**src/rtl/ahb_slave_pkg.sv**
```systemverilog
// ---------------------------------------------------------------------------
// ahb_slave_pkg
// Shared definitions for the tx buffer peripheral AHB-Lite slave front end:
//   - state_t      : data-phase controller states
//   - HTRANS_*     : AHB transfer type encodings
//   - HSIZE_*      : AHB transfer size encodings
//   - ADDR_*       : slave-local register map base addresses
//   - is_ro()      : 1 for read-only register locations
// Configuration macro: AHB_ERR_RESP_EN (adds the ERR1/ERR2 states).
// ---------------------------------------------------------------------------
package ahb_slave_pkg;

`ifdef AHB_ERR_RESP_EN
   typedef enum logic [2:0] {
      ST_IDLE,
      ST_DATA,
      ST_WAIT,
      ST_ERR1,
      ST_ERR2
   } state_t;
`else
   typedef enum logic [2:0] {
      ST_IDLE,
      ST_DATA,
      ST_WAIT
   } state_t;
`endif

   localparam logic [1:0] HTRANS_IDLE   = 2'd0;
   localparam logic [1:0] HTRANS_BUSY   = 2'd1;
   localparam logic [1:0] HTRANS_NONSEQ = 2'd2;
   localparam logic [1:0] HTRANS_SEQ    = 2'd3;

   localparam logic [1:0] HSIZE_BYTE    = 2'd0;
   localparam logic [1:0] HSIZE_HALF    = 2'd1;
   localparam logic [1:0] HSIZE_WORD    = 2'd2;
   localparam logic [1:0] HSIZE_ILLEGAL = 2'd3;

   // Register map (low nibble of the slave-local address)
   localparam logic [3:0] ADDR_BUF     = 4'h0;  // 0x0-0x3 data buffer, RW
   localparam logic [3:0] ADDR_STATUS  = 4'h4;  // 0x4-0x5 status, RO
   localparam logic [3:0] ADDR_ERROR   = 4'h6;  // 0x6-0x7 error, RO
   localparam logic [3:0] ADDR_OCCUP   = 4'h8;  // 0x8 occupancy, RO
   localparam logic [3:0] ADDR_TX_CTRL = 4'hC;  // tx control, RW
   localparam logic [3:0] ADDR_FLUSH   = 4'hD;  // flush, RW

   // Status, error and occupancy form one contiguous read-only window.
   function automatic logic is_ro(input logic [3:0] addr);
      return (addr >= ADDR_STATUS) && (addr <= ADDR_OCCUP);
   endfunction

   // Only NONSEQ and SEQ carry a transfer; IDLE and BUSY are never accepted.
   function automatic logic is_transfer(input logic [1:0] trans);
      return (trans != HTRANS_IDLE) && (trans != HTRANS_BUSY);
   endfunction

endpackage : ahb_slave_pkg

```
**src/rtl/ahb_access_check.sv**
```systemverilog
// ---------------------------------------------------------------------------
// ahb_access_check
// Combinational legality check of one AHB access against the register map.
// Ports:
//   addr_i      in  ADDR_W  slave-local byte address
//   size_i      in  2       HSIZE
//   write_i     in  1       1 = write
//   legal_o     out 1       access is mapped, aligned, sized and permitted
//   is_buffer_o out 1       address falls in the data buffer window
// Requires ADDR_W >= 4; any address bit above bit 3 set means unmapped.
// ---------------------------------------------------------------------------
module ahb_access_check
   import ahb_slave_pkg::*;
#(
   parameter int ADDR_W = 4
) (
   input  logic [ADDR_W-1:0] addr_i,
   input  logic [1:0]        size_i,
   input  logic              write_i,
   output logic              legal_o,
   output logic              is_buffer_o
);

   logic [3:0] lo;
   logic       in_range;
   logic       in_buf;
   logic       mapped;
   logic       align_ok;

   assign lo       = addr_i[3:0];
   assign in_range = ((addr_i >> 4) == '0);
   assign in_buf   = in_range && (lo[3:2] == ADDR_BUF[3:2]);

   always_comb begin
      mapped = in_buf || (in_range && (is_ro(lo) || (lo == ADDR_TX_CTRL) || (lo == ADDR_FLUSH)));

      case (size_i)
         HSIZE_BYTE:    align_ok = 1'b1;
         HSIZE_HALF:    align_ok = ~lo[0];
         HSIZE_WORD:    align_ok = (lo[1:0] == 2'b00);
         HSIZE_ILLEGAL: align_ok = 1'b0;
         default:       align_ok = 1'b0;
      endcase

      legal_o     = mapped && align_ok && !(write_i && is_ro(lo));
      is_buffer_o = in_buf;
   end

endmodule : ahb_access_check

```
**src/rtl/ahb_slave_frontend.sv**
```systemverilog
// ---------------------------------------------------------------------------
// ahb_slave_frontend
// AHB-Lite slave address/data-phase controller for the tx buffer peripheral.
// Captures the address phase, issues one-cycle read/write strobes to the
// register file, inserts wait states while the data buffer is busy and
// produces error responses for illegal accesses and buffer timeouts.
// Ports:
//   clk          in  1       system clock, rising edge
//   n_rst        in  1       synchronous reset, active low
//   hsel         in  1       slave select
//   htrans       in  2       transfer type
//   hready       in  1       bus HREADY
//   hwrite       in  1       1 = write
//   haddr        in  ADDR_W  byte address
//   hsize        in  2       transfer size
//   buffer_busy  in  1       buffer cannot complete the access this cycle
//   haddr_reg    out ADDR_W  captured address for the data phase
//   hsize_reg    out 2       captured size
//   hwrite_reg   out 1       captured direction
//   wr_en        out 1       write strobe
//   rd_en        out 1       read strobe
//   hreadyout    out 1       slave ready
//   hresp        out 1       0 = OKAY, 1 = ERROR
// Configuration macro: AHB_ERR_RESP_EN
//   defined   : illegal accesses and timeouts get the two-cycle ERROR response
//   undefined : they complete as a single OKAY cycle without a strobe
// ---------------------------------------------------------------------------
module ahb_slave_frontend
   import ahb_slave_pkg::*;
#(
   parameter int ADDR_W   = 4,
   parameter int MAX_WAIT = 15
) (
   input  logic              clk,
   input  logic              n_rst,
   input  logic              hsel,
   input  logic [1:0]        htrans,
   input  logic              hready,
   input  logic              hwrite,
   input  logic [ADDR_W-1:0] haddr,
   input  logic [1:0]        hsize,
   input  logic              buffer_busy,
   output logic [ADDR_W-1:0] haddr_reg,
   output logic [1:0]        hsize_reg,
   output logic              hwrite_reg,
   output logic              wr_en,
   output logic              rd_en,
   output logic              hreadyout,
   output logic              hresp
);

   localparam int CNT_W = $clog2(MAX_WAIT + 1);
   localparam logic [CNT_W-1:0] CNT_MAX = CNT_W'(MAX_WAIT);
   localparam logic [CNT_W-1:0] CNT_ONE = CNT_W'(1);

   state_t            state_q, state_d;
   logic [ADDR_W-1:0] haddr_q, haddr_d;
   logic [1:0]        hsize_q, hsize_d;
   logic              hwrite_q, hwrite_d;
   logic              legal_q, legal_d;
   logic              buf_q, buf_d;
   logic [CNT_W-1:0]  wait_cnt_q, wait_cnt_d;

   logic              accept;
   logic              chk_legal;
   logic              chk_buffer;
   logic              slot_free;   // current data phase (if any) ends this cycle
   logic              strobe;

   assign accept = hsel && is_transfer(htrans) && hready;

   // Legality is judged on the live address-phase inputs and stored with the capture.
   ahb_access_check #(
      .ADDR_W (ADDR_W)
   ) u_access_check (
      .addr_i      (haddr),
      .size_i      (hsize),
      .write_i     (hwrite),
      .legal_o     (chk_legal),
      .is_buffer_o (chk_buffer)
   );

   assign haddr_reg  = haddr_q;
   assign hsize_reg  = hsize_q;
   assign hwrite_reg = hwrite_q;

   // NOTE: every signal written below gets a default first, so no path can infer a latch.
   always_comb begin
      state_d    = state_q;
      haddr_d    = haddr_q;
      hsize_d    = hsize_q;
      hwrite_d   = hwrite_q;
      legal_d    = legal_q;
      buf_d      = buf_q;
      wait_cnt_d = '0;
      hreadyout  = 1'b1;
      slot_free  = 1'b0;
      strobe     = 1'b0;

      case (state_q)
         ST_IDLE: begin
            slot_free = 1'b1;
         end

         ST_DATA: begin
            if (!legal_q) begin
               // Only reachable without the ERROR response: complete silently.
               slot_free = 1'b1;
            end else if (buf_q && buffer_busy) begin
               hreadyout  = 1'b0;
               wait_cnt_d = CNT_ONE;
               state_d    = ST_WAIT;
            end else begin
               strobe    = 1'b1;
               slot_free = 1'b1;
            end
         end

         ST_WAIT: begin
            if (!buffer_busy) begin
               strobe    = 1'b1;
               slot_free = 1'b1;
            end else if (wait_cnt_q == CNT_MAX) begin
`ifdef AHB_ERR_RESP_EN
               hreadyout = 1'b0;
               state_d   = ST_ERR1;
`else
               slot_free = 1'b1;
`endif
            end else begin
               // Increment only below CNT_MAX, so the counter saturates there.
               hreadyout  = 1'b0;
               wait_cnt_d = wait_cnt_q + CNT_ONE;
            end
         end

`ifdef AHB_ERR_RESP_EN
         ST_ERR1: begin
            hreadyout = 1'b0;
            state_d   = ST_ERR2;
         end

         ST_ERR2: begin
            slot_free = 1'b1;
         end
`endif

         default: begin
            state_d = ST_IDLE;
         end
      endcase

      // A completing cycle doubles as the address phase of the next transfer.
      if (slot_free) begin
         state_d = ST_IDLE;
         if (accept) begin
            haddr_d  = haddr;
            hsize_d  = hsize;
            hwrite_d = hwrite;
            legal_d  = chk_legal;
            buf_d    = chk_buffer;
`ifdef AHB_ERR_RESP_EN
            state_d  = chk_legal ? ST_DATA : ST_ERR1;
`else
            state_d  = ST_DATA;
`endif
         end
      end

      // Gated by n_rst so a transfer abandoned by reset never strobes.
      wr_en = strobe && hwrite_q && n_rst;
      rd_en = strobe && !hwrite_q && n_rst;
   end

`ifdef AHB_ERR_RESP_EN
   assign hresp = (state_q == ST_ERR1) || (state_q == ST_ERR2);
`else
   assign hresp = 1'b0;
`endif

   // NOTE: sequential state uses non-blocking assignments so all registers update together.
   always_ff @(posedge clk) begin
      if (!n_rst) begin
         state_q    <= ST_IDLE;
         haddr_q    <= '0;
         hsize_q    <= '0;
         hwrite_q   <= 1'b0;
         legal_q    <= 1'b0;
         buf_q      <= 1'b0;
         wait_cnt_q <= '0;
      end else begin
         state_q    <= state_d;
         haddr_q    <= haddr_d;
         hsize_q    <= hsize_d;
         hwrite_q   <= hwrite_d;
         legal_q    <= legal_d;
         buf_q      <= buf_d;
         wait_cnt_q <= wait_cnt_d;
      end
   end

endmodule : ahb_slave_frontend
```
**config.mk**
```make
export PLATFORM = sky130hd
export DESIGN_NAME = ahb_slave_frontend
export DESIGN_NICKNAME = d
export VERILOG_FILES = /design/src/rtl/ahb_slave_pkg.sv /design/src/rtl/ahb_access_check.sv /design/src/rtl/ahb_slave_frontend.sv
export SDC_FILE = /design/constraint.sdc
export NUM_CORES = 1
export LEC_CHECK = 0
export CAP_MARGIN = 20
export CORE_MARGIN = 4
export CORE_UTILIZATION = 45
export CTS_CLUSTER_DIAMETER = 120
export DETAILED_ROUTE_END_ITERATION = 8
export PLACE_DENSITY = 0.76
export SLEW_MARGIN = 40
export SYNTH_ARGS = -nofsm -noshare
export SYNTH_HDL_FRONTEND = slang
export SYNTH_SLANG_ARGS = --single-unit
export TNS_END_PERCENT = 30
```
**constraint.sdc**
```tcl
create_clock -name clk -period 1.8 [get_ports clk]
set_input_delay 0.18 -clock clk [delete_from_list [all_inputs] [get_ports clk]]
set_output_delay 0.18 -clock clk [all_outputs]
set_load 0.03 [all_outputs]
```
==> impl_metrics.json <==
{
  "outcome": "complete, no violations",
  "post_cts_buffers": 0,
  "worstRegToRegCells": 7,
  "ys_ff_latch": 15,
  "hold_path.class": "register to register",
  "synth.net_count": 114,
  "final-hold-violation-count": 0,
  "startpoint_type": "register",
  "area_delta_synth_final_pct": 40.09,
  "p_per_area_nw_per_um2": 557.9,
  "synth_edf_count": 0,
  "initial_core_util_pct": 47.54,
  "layoutNonFillerInstCount": 146,
  "skew_ns": 0.01265,
  "preCtsSetupSlack_ns": 0.01300,
  "leakagePower_nw": 0.4014,
  "layout_commonest_cell": "nand2_1",
  "tns_ns": 0,
  "die_w_microns": 50.71,
  "whs_ns": 0.4603,
  "antenna_found_initial": 0,
  "clk_path_buf_depth": 2,
  "place_inst": 142,
  "cts_sinks": 15,
  "crit_type": "register to output pin",
  "drtAntennaViolNets": 0,
  "yosysSeqAreaShare_pct": 36.59,
  "irDropWorstVdd_mv": 0.4858,
  "synth.distinct_cells": 30,
  "row_count": 15,
  "layout_common_cells": "21 x nand2_1, 19 x clkdlybuf4s50_1, 14 x dfxtp_1, 9 x mux2i_1, 8 x buf_4",
  "cts_buffers": 3,
  "layout_min_cycle_time_ns": 1.725,
  "setup_viol": 0,
  "h-tree-depth": 1,
  "dp_hpwl_microns": 1350,
  "die_area_sq_um": 2571,
  "final_nets": 141,
  "overflow": 0,
  "worstPathCellList": "inv_2 > ha_4 > and2b_2 > a31oi_4 > nor3_1 > buf_4",
  "die_h_microns": 50.71,
  "path_clk_slew_ns": 0.09,
  "cts-root-buf": "clkbuf_4",
  "max_freq_mhz": 579.9,
  "endpoint_kind": "output pin",
  "drc_errors": 0,
  "clk_latency_ns": 0.29,
  "rsz0062_at_grt": "yes",
  "hold_path_depth": 2,
  "netlist_area_sq_um": 820.8,
  "synth.avg_cell_area_sq_um": 8.640,
  "path_max_fanout": 6,
  "synth-async-reset-ratio_pct": 0,
  "core_sq_um": 1727,
  "tritoncts": "done",
  "netlist_instances": 95,
  "drt_iter0_markers": 17,
  "first_pass_iters": 4,
  "wl_per_cell_microns": 11.67,
  "grt_pass1_wl_microns": 2808,
  "fin_area_sq_um": 1150,
  "gp_congestion": 0.8126,
  "ios": 25,
  "first_global_vias": 682,
  "antenna_cells": 0,
  "drv_cap": 0,
  "crit_path_top_delay_cell": "dfxtp_1",
  "layout-drive-gt1-share_pct": 19.01,
  "io_buffer_count": 22,
  "fin_crit_sh_pct": 95.81,
  "arrival_ns": 1.54,
  "fin_ws_ns": 0.07547,
  "routed_wl_microns": 1704,
  "slowest_delay_ns": 0.36,
  "dpl_cell_area_sq_um": 1077,
  "viasPerCell": 4.925,
  "grt_max_degree": 20,
  "grt_usage_pct": 14.37,
  "yosys_warnings": 0,
  "final_max_slew_viol_count": 0,
  "crit_required_ns": 1.62,
  "num_vias": 719,
  "ys.flop_type": "dfxtp_1"
}
==> cell usage after synthesis, types with 2 or more instances <==
| master | number | share of area (%) |
|---|---|---|
| a21oi_1 | 2 | 1.2 |
| clkbuf_1 | 3 | 1.4 |
| dfxtp_1 | 15 | 37 |
| ha_1 | 5 | 7.6 |
| inv_1 | 3 | 1.4 |
| mux2i_1 | 9 | 11 |
| nand2_1 | 21 | 9.6 |
| nand3_1 | 5 | 3.0 |
| nor2_1 | 7 | 3.2 |
| nor3_1 | 4 | 2.4 |
| nor3b_1 | 2 | 1.8 |
==> power by group <==
| part | switching, W | internal [W] | total, W |
|---|---|---|---|
| sequential | 0.00000475 | 0.000339 | 0.000343 |
| clock | 0.000106 | 0.0000825 | 0.000189 |
| combinational | 0.0000529 | 0.0000563 | 0.000109 |
| total | 0.000164 | 0.000478 | 0.000641 |
==> what timing repair did <==
item                       in CTS  in global routing
hold buffers                    0                  0
resized for setup               3                  6
pin swaps                       0                  1
setup endpoints to repair      12                 12
==> per-stage QoR <==
stage               utilization (%)  power (W)
finish                        66.59  0.0006415
global route                  66.59  0.0006737
CTS                           64.57  0.0006519
detailed placement            62.39  0.0004578
global placement              62.39  0.0004565
floorplan                         -  0.0004066
==> layer usage <==
metal	track usage, %	vias up	part of all wire, %
met5	0	-	0
met4	2.691	0	0.70
met3	6.231	2	5.5
met2	26.52	11	52
met1	15.04	326	42
li1	-	380	-
==> path summary, 6_finish.rpt <==
check | from | endpoint | slack (ns)
max reg2reg | state_q[0] | haddr_reg[0] | 0.13
max | state_q[0] | rd_en | 0.08
min | hsize_reg[1] | hsize_reg[1] | 0.46
min reg2reg | hsize_reg[1] | hsize_reg[1] | 0.46
==> critical path: cells and delay by family, from the launching register on <==
family / cells / cell delay, ns
AOI/OAI and AO/OA: 1 / 0.16
DFF: 1 / 0.36
adders and majority gates: 1 / 0.18
and+or+nand+nor: 2 / 0.31
buffers and inverters: 2 / 0.24
==> area by class of cell <==
type	count	area [sq um]
clock buffer	3	22.52
clock inverter	1	5.005
fill	164	576.8
inverter	3	11.26
multi-input combinational	72	528.0
sequential	15	301.5
tap	25	31.28
timing repair buffer	27	250.2
==> cell families after synthesis <==
family | synth area share, %
and+or+nand+nor | 26.07
DFF | 36.59
AOI/OAI and AO/OA | 11.13
muxes | 10.98
buffers and inverters | 5.031
adders and majority gates | 7.622
xor gates and xnor gates | 2.135
other | 0.4569
No activity file was read; power rests on OpenSTA's default activity.
